--- src/rtl/long_mul_writer.sv ---
// Multicycle 32x32->64 long multiplier (UMULL/SMULL/UMLAL/SMLAL) driving the register file's
// paired write port. Shift-add over WIDTH cycles on unsigned magnitudes, sign and accumulate applied at the end.
module long_mul_writer #(
    parameter int WIDTH  = 32,
    parameter int ADDR_W = 4
) (
    input  logic              clk,
    input  logic              reset,
    input  logic              start,
    input  logic              is_signed,
    input  logic              accumulate,
    input  logic [WIDTH-1:0]  op_a,
    input  logic [WIDTH-1:0]  op_b,
    input  logic [WIDTH-1:0]  acc_lo,
    input  logic [WIDTH-1:0]  acc_hi,
    input  logic [ADDR_W-1:0] rd_lo,
    input  logic [ADDR_W-1:0] rd_hi,
    input  logic              flush,
    output logic              busy,
    output logic              we,
    output logic [ADDR_W-1:0] wa_lo,
    output logic [ADDR_W-1:0] wa_hi,
    output logic [WIDTH-1:0]  wd_lo,
    output logic [WIDTH-1:0]  wd_hi,
    output logic              flag_n,
    output logic              flag_z
);
    localparam int CW = (WIDTH > 2) ? $clog2(WIDTH) : 1;
    localparam logic [ADDR_W-1:0] PC_ADDR = '1;

    typedef enum logic [1:0] {IDLE, CALC, WRITE} state_t;
    state_t state, state_nx;

    logic [2*WIDTH-1:0] prod, mcand, acc;
    logic [WIDTH-1:0]   mplier;
    logic [CW-1:0]      count;
    logic               sign, pc_hit;
    logic [ADDR_W-1:0]  rlo, rhi;

    logic [WIDTH-1:0]   mag_a, mag_b;
    logic [2*WIDTH-1:0] step_sum, signed_sum, result;
    logic               launch, finish;

    // A WIDTH-bit unsigned magnitude already holds |-2^(WIDTH-1)|, so no extra bit is needed.
    assign mag_a      = (is_signed && op_a[WIDTH-1]) ? ('0 - op_a) : op_a;
    assign mag_b      = (is_signed && op_b[WIDTH-1]) ? ('0 - op_b) : op_b;
    assign step_sum   = prod + (mplier[0] ? mcand : '0);
    assign signed_sum = sign ? ('0 - step_sum) : step_sum;
    assign result     = signed_sum + acc;

    assign launch = (state == IDLE) && start && !flush;
    assign finish = (state == CALC) && !flush && (count == '0);
    assign busy   = (state != IDLE);

    always_comb begin
        state_nx = state;
        case (state)
            IDLE:    if (launch) state_nx = CALC;
            CALC:    if (flush) state_nx = IDLE;
                     else if (count == '0) state_nx = WRITE;
            WRITE:   state_nx = IDLE;
            default: state_nx = IDLE;
        endcase
    end

    always_ff @(posedge clk or negedge reset) begin
        if (!reset) state <= IDLE;
        else        state <= state_nx;
    end

    always_ff @(posedge clk or negedge reset) begin
        if (!reset) begin
            prod   <= '0;
            mcand  <= '0;
            mplier <= '0;
            acc    <= '0;
            count  <= '0;
            sign   <= 1'b0;
            pc_hit <= 1'b0;
            rlo    <= '0;
            rhi    <= '0;
        end else if (launch) begin
            prod   <= '0;
            mcand  <= {{WIDTH{1'b0}}, mag_a};
            mplier <= mag_b;
            acc    <= accumulate ? {acc_hi, acc_lo} : '0;
            count  <= CW'(WIDTH - 1);
            sign   <= is_signed & (op_a[WIDTH-1] ^ op_b[WIDTH-1]);
            pc_hit <= (rd_lo == PC_ADDR) || (rd_hi == PC_ADDR);
            rlo    <= rd_lo;
            rhi    <= rd_hi;
        end else if (state == CALC) begin
            prod   <= step_sum;
            mcand  <= mcand << 1;
            mplier <= mplier >> 1;
            count  <= count - 1'b1;
        end
    end

    // Write-port outputs are registered and live only during the single WRITE cycle.
    always_ff @(posedge clk or negedge reset) begin
        if (!reset) begin
            we     <= 1'b0;
            wa_lo  <= '0;
            wa_hi  <= '0;
            wd_lo  <= '0;
            wd_hi  <= '0;
            flag_n <= 1'b0;
            flag_z <= 1'b0;
        end else if (finish) begin
            we     <= !pc_hit;
            wa_lo  <= rlo;
            wa_hi  <= rhi;
            wd_lo  <= result[WIDTH-1:0];
            wd_hi  <= result[2*WIDTH-1:WIDTH];
            flag_n <= result[2*WIDTH-1];
            flag_z <= (result == '0);
        end else begin
            we     <= 1'b0;
            wa_lo  <= '0;
            wa_hi  <= '0;
            wd_lo  <= '0;
            wd_hi  <= '0;
            flag_n <= 1'b0;
            flag_z <= 1'b0;
        end
    end
endmodule

--- config.mk ---
export PLATFORM = sky130hd
export DESIGN_NAME = long_mul_writer
export DESIGN_NICKNAME = d
export VERILOG_FILES = /design/src/rtl/long_mul_writer.sv
export SDC_FILE = /design/constraint.sdc
export NUM_CORES = 1
export LEC_CHECK = 0
export CAP_MARGIN = 20
export CORE_MARGIN = 3
export CORE_UTILIZATION = 50
export DETAILED_ROUTE_END_ITERATION = 10
export GPL_TIMING_DRIVEN = 0
export PLACE_DENSITY = 0.71
export SYNTH_ARGS = -nofsm -noshare
export SYNTH_HDL_FRONTEND = slang
export SYNTH_SLANG_ARGS = --single-unit
export TNS_END_PERCENT = 1
--- constraint.sdc ---
create_clock -name clk -period 7.7 [get_ports clk]
set_input_delay 2.31 -clock clk [delete_from_list [all_inputs] [get_ports clk]]
set_output_delay 2.31 -clock clk [all_outputs]
set_load 0.01 [all_outputs]
# Yosys cells after proc, flatten, opt, wreduce, memory -nomap -nowiden
# Cells that the tools add are included.
[totals]
output_inout_bits = 76
register_bits = 316
elab_cells = 69
[op_classes]
n_bitwise = 2
n_eq_ne = 5
n_addsub = 6
reduce_logical = 15
mux = 24
[ops]
columns = ["operator", "count"]
rows = [
  ["$mux W64", 7],
  ["$mux W32", 6],
  ["$add A64 B64 Y64", 2],
  ["$logic_not A64 Y1", 1],
  ["$sub A1 B32 Y32 const A", 2],
  ["$sub A1 B64 Y64 const A", 1],
  ["$mux W5", 2],
  ["$eq A4 B4 Y1 const B", 2],
  ["$mux W4", 2],
  ["$logic_and A1 B1 Y1", 6],
  ["$mux W2", 3],
  ["$logic_not A5 Y1", 1],
  ["$sub A5 B1 Y5 const B", 1],
  ["$pmux W2 S2", 1],
  ["$reduce_bool A2 Y1", 2],
  ["$mux W1", 3],
  ["$ne A3 B2 Y1 const B", 1],
  ["$eq A2 B1 Y1 const B", 1],
  ["$logic_not A1 Y1", 2],
  ["$logic_not A2 Y1", 1],
  ["$ne A2 B2 Y1 const B", 1],
  ["$reduce_and A2 Y1", 1],
  ["$and A1 B1 Y1", 1],
  ["$logic_or A1 B1 Y1", 1],
  ["$xor A1 B1 Y1", 1],
]

# Longest topological paths before layout
[logic_depth]
word_depth = 7
ltp_mapped = 32

# Worst setup path before layout
# No wires, ideal clock.
[synth_path]
kind = "register to register"
startpoint = "reg mplier[0]"
endpoint = "reg flag_z"
n_path_buf = 3
t_arrival_ps = 6958
path_slack_ps = 621
setup_ps = 120
path_stages_with_launch = 31
period_less_slack_ps = 7079
path_cell_list = "dfrtp_1 clkbuf_1 clkbuf_1 and2_1 ha_1 a211oi_1 o21bai_1 o21ai_1 a211oi_1 or3_1 a211oi_1 nand3_1 nor4_1 nand3_1 o41ai_1 xor2_1 ha_1 clkbuf_1 inv_1 nor3_1 nand3_1 nor4_1 a221o_1 a31oi_1 o41ai_1 a21boi_0 nor2b_1 o21ai_0 nor3b_1 o21a_1 and4_1"
[synth_via]
elab_chain_cells = 7
[synth_lines]
columns = ["item", "line_no", "source"]
rows = [
  ["start, declared", "35", "logic [WIDTH-1:0] mplier;"],
  ["start signal, assigned", "85", "mplier <= mag_b;"],
  ["start signal, assigned", "95", "mplier <= mplier >> 1;"],
  ["$mux W64 (*)", "47", "assign step_sum = prod + (mplier[0] ? mcand : '0);"],
  ["$add A64 B64 Y64 (*)", "47", ""],
  ["$sub A1 B64 Y64", "48", "assign signed_sum = sign ? ('0 - step_sum) : step_sum;"],
  ["$mux W64 (*)", "48", ""],
  ["$add A64 B64 Y64 (*)", "49", "assign result = signed_sum + acc;"],
  ["$logic_not A64 Y1 (*)", "117", "flag_z <= (result == '0);"],
  ["$mux W1 (*)", "110", "end else if (finish) begin"],
  ["end signal, assigned", "117", ""],
  ["end, declared", "26", "output logic flag_z"],
]
# Mark *: on every way between the ends. The rest lies on a longest branch, timed or not.
# A chain may end at the register's enable or synchronous reset.

# Worst setup path after layout
# Same ends and word-level chain as after synthesis.

==> flow_summary.yaml <==
worst_setup_path:
  r2r_cells: 30
  crit_required_ns: 8.19
  end_kind: "flop"
  path_max_fanout: 10
  worst-setup-path-type: "flop to flop"
  arrival_ns: 7.99
  start_kind: "flop"
  critPathSlowestCell: "dfrtp_2"
  reg2reg_slack_ns: 0.20
  r2r_end: "flag_z"
  r2r_start: "mplier[0]"
  critPathMaxStageDelay_ns: 0.47
sta:
  min_period_ns: 7.50
  max_freq_mhz: 133
  skew_ns: 0.0250
  period_share_pct: 97.4
  slew_headroom_pct: 27.8
  hold_viol: 0
  fin_setup_tns_ns: 0
  report.final.slew_viol_count: 0
  finalSetupViolations: 0
  worst_pin_slew_ns: 1.08
grt:
  grt_pass1_wl_mm: 117
  grt_max_degree: 118
  top_usage_layer: "met2"
  groute.layer.met3.usage_pct: 3.68
  grt_antenna_before_repair: 3
  grt_overflow_total: 0
  first_global_vias: 21100
  use_met2_pct: 48.8
  gr-usage-met1_pct: 43.6
  track_usage_pct: 30.8
synth:
  seq_area_frac_synth_pct: 34.3
  synth_top_area_cell: "dfrtp_1"
  synth.top_cells.by_count: "469 x nand2_1, 315 x dfrtp_1, 228 x o21ai_0"
  syn-num-nets: 3099
  synth_area_leaders: "dfrtp_1 34%, nand2_1 7.7%, ha_1 7.3%"
  synth_cells: 2820
  synth_ff_type: "dfrtp_1"
  syn_area_um2: 23000
  syn_area_per_cell_um2: 8.15
  netlist.area_leader.share_pct: 34.3
  synthArstFlopShare_pct: 100
  yosys_warnings: 0
  synth_cell_types: 98
  synth_most_common_cell: "nand2_1"
  synth_edf_count: 0
  synth.ff_latch_count: 315
place:
  hpwl_mm: 60.5
  portBuffers: 216
  place.gp.congestion: 0.963
clock_network:
  clockRootBuffer: "clkbuf_16"
  cts_buffers: 36
  cts.path.max_buffers: 3
  ctsHtreeMaxLevel: 2
  clock_latency_ns: 0.56
  cts.sinks: 315
  clk_pin_slew_worst_paths_ns: 0.06
  cts_tree: "built"
floorplanning:
  die-area_um2: 48600
  floorplan.initialDensity_pct: 51.3
  rows: 77
  io_pins: 218
  die-width_um: 220
  core-area_um2: 44800
  die_y_um: 220
route:
  drt-initial-drc-count: 1945
  first_pass_iters: 6
  antenna_left: 0
  wl_mm: 76.7
  drc: 0
  via_per_inst: 6.01
  wl_per_cell_um: 20.6
  num_vias: 22400
status:
  status: "complete, no violations"
hold_path:
  hold_end: "rhi[1]"
  min_delay_path_depth: 2
  hold_class: "flop to flop"
  min-delay-start: "rhi[1]"
cells_and_area:
  final_core_utilization_pct: 63.1
  syn_to_final_growth_pct: 22.9
  final.fill_count: 3893
  layout-drive-gt1-share_pct: 8.88
  nets: 3385
  n_antenna_cell: 0
power_and_ir_drop:
  pwr_density_cell_nw_per_um2: 302
  p_leak_nw: 12.6
  irDropWorstVdd_mv: 0.186
flow_run:
  maxCapViolCount: 0
[registers in the layout (all words and copies together) (netlist names), 4 cells and up]
name	flops
prod	64
mcand	64
rlo	4
wd_hi	31
wa_lo	4
rhi	4
wa_hi	4
count	5
acc	64
wd_lo	32
mplier	32
[cell families after synthesis]
group / count (synthesis) / share of synthesized area (%)
AO/OA/AOI/OAI: 775 / 21.6
adder cells (fa/ha/maj): 137 / 7.52
AND/OR/NAND/NOR: 1134 / 23.3
buffers and inverters: 214 / 3.91
XOR/XNOR: 241 / 9.18
flip-flops: 315 / 34.3
multiplexers: 4 / 0.174
[final cells by class]
cell class,instances,area (µm²),area share (%)
Timing Repair Buffer,261,2560,9.06
Clock buffer,46,990,3.50
Multi-Input combinational cell,2291,15000,53.1
Clock inverter,18,214,0.757
Tap cell,592,741,2.62
Inverter,52,195,0.690
Sequential cell,315,7880,27.9
Buffer,149,661,2.34
[through the flow]
step	instance area [µm²]	cells	setup WS (ns)	total power, mW	hold WS (ns)
floorplan	23000	2820	0.621	5.00	0.404
finish	28300	3724	0.200	8.55	0.465
global placement	25900	3628	-9.18	6.16	0.449
global route	28300	3724	-0.0475	9.05	0.488
detailed placement	26000	3632	-1.98	6.21	0.454
CTS	27600	3702	0.00505	8.18	0.469
[per-layer routing]
layer / vias to the layer above / wire length (µm)
li1: 10600 / -
met2: 820 / 34000
met5: - / 11
met1: 10800 / 34500
met4: 2 / 3020
met3: 140 / 5210
[timing repair]
| action | 4_1_cts | 5_1_grt |
|---|---|---|
| gates resized for setup | 60 | 99 |
| hold buffers | 0 | 0 |
| setup buffers | 10 | 31 |
| pin swaps | 9 | 32 |
| setup endpoints to repair | 28 | 6 |
| cloned | 0 | 0 |
[report_power, final]
group          switching [mW]  internal [mW]
Sequential              0.198           1.92
Combinational            2.93           1.72
Clock                   0.724           1.05
Total                    3.85           4.69
[worst max-delay path by stage]
stage,slack [ns],from,endpoint,cells past startpoint
final,0.20,mplier[0],flag_z,30
after global routing,-0.05,mplier[0],flag_z,34
after CTS,0.005,mplier[0],flag_z,30
after detailed placement,-1.98,mplier[0],flag_z,29
after global placement,-9.18,reset,wd_hi[29],1
after floorplan,0.62,mplier[0],flag_z,30
[critical path: cells and delay by family, from the launching register on]
family / cells / cell delay, ns
flip-flops: 1 / 0.47
AO/OA/AOI/OAI: 9 / 2.37
adder cells (fa/ha/maj): 2 / 0.73
XOR/XNOR: 5 / 1.09
AND/OR/NAND/NOR: 9 / 1.92
buffers and inverters: 5 / 0.83
[placed cells by master, fill, tap and decap left out, types with 47 or more instances in the layout]
| cell | n |
|---|---|
| xor2_1 | 89 |
| xnor2_1 | 132 |
| nor2_1 | 166 |
| clkdlybuf4s50_1 | 215 |
| a21o_1 | 52 |
| inv_1 | 52 |
| and2_1 | 96 |
| nand3_1 | 164 |
| a22oi_1 | 58 |
| ha_1 | 127 |
| a21oi_1 | 166 |
| nand2_1 | 468 |
| buf_4 | 47 |
| o21ai_0 | 218 |
| dfrtp_1 | 314 |
| clkbuf_1 | 116 |
(Power assumes the default switching activity.)
